==> src/rtl/ctrl_pipe_hazard.sv <==
// Control-word pipeline (EX/MEM/WB) with RAW hazard detection against all three writer stages.
// Stalls decode and injects bubbles on a hazard; counts stall cycles with a saturating counter.
module ctrl_pipe_hazard #(
  parameter int CW     = 32,
  parameter int CNT_W  = 16,
  parameter int R0_HAZ = 0
) (
  input  logic             clk,
  input  logic             rst_n,
  input  logic [CW-1:0]    ctrl_in,
  input  logic             ctrl_valid,
  output logic             stall,
  output logic [CW-1:0]    ex_ctrl,
  output logic [CW-1:0]    mem_ctrl,
  output logic [CW-1:0]    wb_ctrl,
  output logic             rf_we,
  output logic [4:0]       rf_waddr,
  output logic [CNT_W-1:0] stall_cnt
);

  localparam logic [CW-1:0] BUBBLE = '0;

  logic [4:0] src_rs;
  logic [4:0] src_rt;
  logic       dec_active;
  logic       rt_used;
  logic       unused_fields;

  assign src_rs     = ctrl_in[26:22];
  assign src_rt     = ctrl_in[21:17];
  assign dec_active = ctrl_valid & (ctrl_in[5] | ctrl_in[7]);
  assign rt_used    = dec_active & (~ctrl_in[10] | ctrl_in[7]);

  assign unused_fields = ^{ctrl_in[CW-1:27], ctrl_in[16:11], ctrl_in[9:8], ctrl_in[6], ctrl_in[4:0]};

  // A stage only counts as a writer when its wb_en is set; r0 is exempt unless R0_HAZ.
  function automatic logic writes_reg(input logic [CW-1:0] word, input logic [4:0] r);
    return word[5] && (word[4:0] == r) && ((r != 5'd0) || (R0_HAZ != 0));
  endfunction

  // No forwarding and no RF write-through, so EX, MEM and WB are all live hazards.
  always_comb begin
    stall = 1'b0;
    if (dec_active) begin
      stall = writes_reg(ex_ctrl, src_rs) | writes_reg(mem_ctrl, src_rs) |
              writes_reg(wb_ctrl, src_rs);
    end
    if (rt_used) begin
      stall = stall | writes_reg(ex_ctrl, src_rt) | writes_reg(mem_ctrl, src_rt) |
              writes_reg(wb_ctrl, src_rt);
    end
  end

  // Downstream stages always advance; only the decode-to-EX hand-off is gated.
  always_ff @(posedge clk or negedge rst_n) begin
    if (!rst_n) begin
      ex_ctrl  <= BUBBLE;
      mem_ctrl <= BUBBLE;
      wb_ctrl  <= BUBBLE;
    end else begin
      ex_ctrl  <= (stall || !ctrl_valid) ? BUBBLE : ctrl_in;
      mem_ctrl <= ex_ctrl;
      wb_ctrl  <= mem_ctrl;
    end
  end

  always_ff @(posedge clk or negedge rst_n) begin
    if (!rst_n) begin
      stall_cnt <= '0;
    end else if (stall && (stall_cnt != {CNT_W{1'b1}})) begin
      stall_cnt <= stall_cnt + 1'b1;
    end
  end

  assign rf_we    = wb_ctrl[5];
  assign rf_waddr = wb_ctrl[4:0];

endmodule
==> config.mk <==
export PLATFORM = sky130hd
export DESIGN_NAME = ctrl_pipe_hazard
export DESIGN_NICKNAME = d
export VERILOG_FILES = /design/src/rtl/ctrl_pipe_hazard.sv
export SDC_FILE = /design/constraint.sdc
export NUM_CORES = 1
export LEC_CHECK = 0
export CAP_MARGIN = 40
export CELL_PAD_IN_SITES_DETAIL_PLACEMENT = 1
export CELL_PAD_IN_SITES_GLOBAL_PLACEMENT = 1
export CORE_AREA = 2 2 77 152
export CTS_CLUSTER_SIZE = 30
export DETAILED_ROUTE_END_ITERATION = 6
export DIE_AREA = 0 0 79 154
export GPL_ROUTABILITY_DRIVEN = 0
export PLACE_DENSITY = 0.88
export SKIP_CTS_REPAIR_TIMING = 1
export SYNTH_ARGS = -nofsm -noshare
export SYNTH_HDL_FRONTEND = slang
export SYNTH_SLANG_ARGS = --single-unit
export TNS_END_PERCENT = 10
==> constraint.sdc <==
create_clock -name clk -period 2.75 [get_ports clk]
set_input_delay 0.275 -clock clk [delete_from_list [all_inputs] [get_ports clk]]
set_output_delay 0.275 -clock clk [all_outputs]
set_load 0.02 [all_outputs]
==> results.ini <==
[outcome]
status = completed

[cts]
clkLatencyLatePin_ns = 0.35
cts_tree = done
htree_num_levels = 3
clock_sinks = 112
clockBufferDepth = 2
numCtsBuffers = 9
cts.clk_slew.worst_paths_ns = 0.07
cts_root_buf = clkbuf_16

[floorplan]
initial_core_util = 0.3532
die_w_um = 79
num_rows = 54
chipHeight_um = 154
coreArea_mm2 = 0.01095
dieArea_mm2 = 0.01217
io_pins = 154

[worst_setup_path]
crit_chain = clkdlybuf4s50_1 -> xor2_1 -> nor4_1 -> nand3_1 -> a31oi_2 -> nor2_2 -> inv_1 -> dlymetal6s2s_1
cp.buffers_inverters = 3
crit_fanout = 5
ff2ff_setup_slack_ns = 0.45
crit_family = buffers and inverters
crit_cells = 8
worstPathRequired_ns = 2.48
end_kind = output port
crit_path_top_delay_cell = clkdlybuf4s50_1
worstPathArrival_ns = 2.10
r2r_cells = 9
timing_worst_setup_path_type = primary input to output port
cp-start-kind = primary input
critPathMaxStageDelay_ns = 0.53

[timing]
min_period_ns = 2.374
final.setup_skew_ns = 0.007461
finalHoldViolations = 0
fin_setup_tns_ns = 0
setup_violations = 0
fmax_mhz = 421.2
max_slew_margin = 0.4537
worst_pin_slew_ns = 0.8195
setup_ws_ns = 0.3757
grt_setup_unrepaired = no
holdWs_ns = 0.01755
finalMaxSlewViolations = 0
post-route-period-util = 0.8634

[yosys]
synth_edf_count = 0
synth_ff_type = dfrtp_1
synth_cell_types = 30
synth-warning-count = 0
synth_area_per_cell_um2 = 14.76
syn-num-nets = 298
synth-seq-cells = 112
synth_cells = 262
async_reset_ff_frac = 1.000
netlist_area_mm2 = 0.003866
ys_seq_area_frac = 0.7249

[layout]
fin_area_mm2 = 0.005914
antenna_cells = 0
final_util = 0.5404
post_route_cells_drive_above_1_share = 0.1109
syn2layout_area_growth_pct = 52.98
layout_commonest_cell = clkdlybuf4s50_1
finalNetCount = 464
final_cell_mix = clkdlybuf4s50_1, dfrtp_1, xor2_1
instances_no_fill = 573

[power_and_ir_drop]
internal_power_mw = 2.727
switching_power_uw = 957.8
swShare = 0.2599
pwr-share-seq = 0.490
clkPwrFrac = 0.364
p_leak_nw = 2.761
share_comb_of_total_power = 0.146
finalPower_mw = 3.685
irDropWorstVdd_uv = 314.8
powerDensity_mw_per_mm2 = 623.1

[place]
place_inst = 557
place_hpwl_um = 8240
place_area_mm2 = 0.005600
portBuffers = 153
dp_slack_ns = -0.03312

[detailed_routing]
num_vias = 2701
drc_errors = 0
vias_per_cell = 4.714
drtIter0Drc = 95
drtAntennaViolNets = 0
wirelength_um = 10580
post_drt_wl_per_cell_um = 18.47
drt_pass1_iterations = 4

[global_route]
grt_pass1_vias = 3013
grt.total_usage = 0.1847
overflow = 0
grt_max_degree = 67
antenna_found_initial = 0
grt_pass1_wl_um = 16660

[job]
drv_cap = 0

[hold_path]
min_path_type = primary input to asynchronous set/reset pin

-- Yosys cell counts (2+ instances only) --
master / number / area (um2)
o221ai_1: 2 / 17.52
clkbuf_1: 3 / 11.26
nor4_2: 2 / 25.02
xor2_1: 36 / 315.3
and3_1: 31 / 193.9
nor4_1: 5 / 31.28
a31oi_2: 2 / 25.02
inv_1: 4 / 15.01
nor3_1: 4 / 20.02
dfrtp_1: 112 / 2803
or4_1: 2 / 15.01
nor2_1: 4 / 15.01
nor2_2: 8 / 50.05
nand4_1: 3 / 18.77
nand3_1: 12 / 60.06
clkbuf_2: 3 / 15.01
xnor2_1: 8 / 70.07
nand2_1: 4 / 15.01
buf_4: 6 / 45.04
-- logic make-up after synthesis --
| kind of cell | Yosys count | synth area share |
|---|---|---|
| compound gates | 6 | 0.01650 |
| mux | 2 | 0.005502 |
| xor+xnor | 44 | 0.09968 |
| simple gates | 80 | 0.1249 |
| fa+ha+maj | 1 | 0.003236 |
| flops | 112 | 0.7249 |
| buf+inv | 17 | 0.02524 |
-- metal layers --
metal	global-route usage	vias to the layer above	wire [um]	part of all wire
met5	0	-	0	0
met4	0.08046	0	332	0.031
met3	0.04167	23	549	0.052
met2	0.3471	117	6170	0.58
met1	0.1889	1350	3529	0.33
li1	-	1211	-	-
-- final cells by class --
cell class                      instances  area, um2
Multi-Input combinational cell        133      965.9
Inverter                                4      15.01
Sequential cell                       112       2803
Clock inverter                          7      86.33
Timing Repair Buffer                  168       1644
Clock buffer                            9      225.2
Tap cell                              140      175.2
Fill cell                            1108       5031
-- path summary, 6_finish.rpt --
| kind | start | to |
|---|---|---|
| worst max-delay path | ctrl_in[20] | stall |
| worst min-delay path | rst_n | wb_ctrl[3] |
| worst max register to register | ex_ctrl[2] | stall_cnt[11] |
| worst min register to register | ex_ctrl[15] | mem_ctrl[15] |
| max in group asynchronous | rst_n | wb_ctrl[11] |
| min in group clk | ex_ctrl[15] | mem_ctrl[15] |
-- power groups by stage --
stage | clock, mW | sequential, mW | combinational, mW
2_1_floorplan | 0 | 1.94 | 0.0960
3_3_place_gp | 0 | 1.83 | 0.528
3_5_place_dp | 0 | 1.84 | 0.543
4_1_cts | 1.39 | 1.81 | 0.546
5_1_grt | 1.46 | 1.82 | 0.571
6_report | 1.34 | 1.81 | 0.536
-- registers in the layout, indices dropped and copies added (netlist names) --
name,flops
stall_cnt,16
wb_ctrl,32
ex_ctrl,32
mem_ctrl,32
No activity file was read; power rests on OpenSTA's default activity.
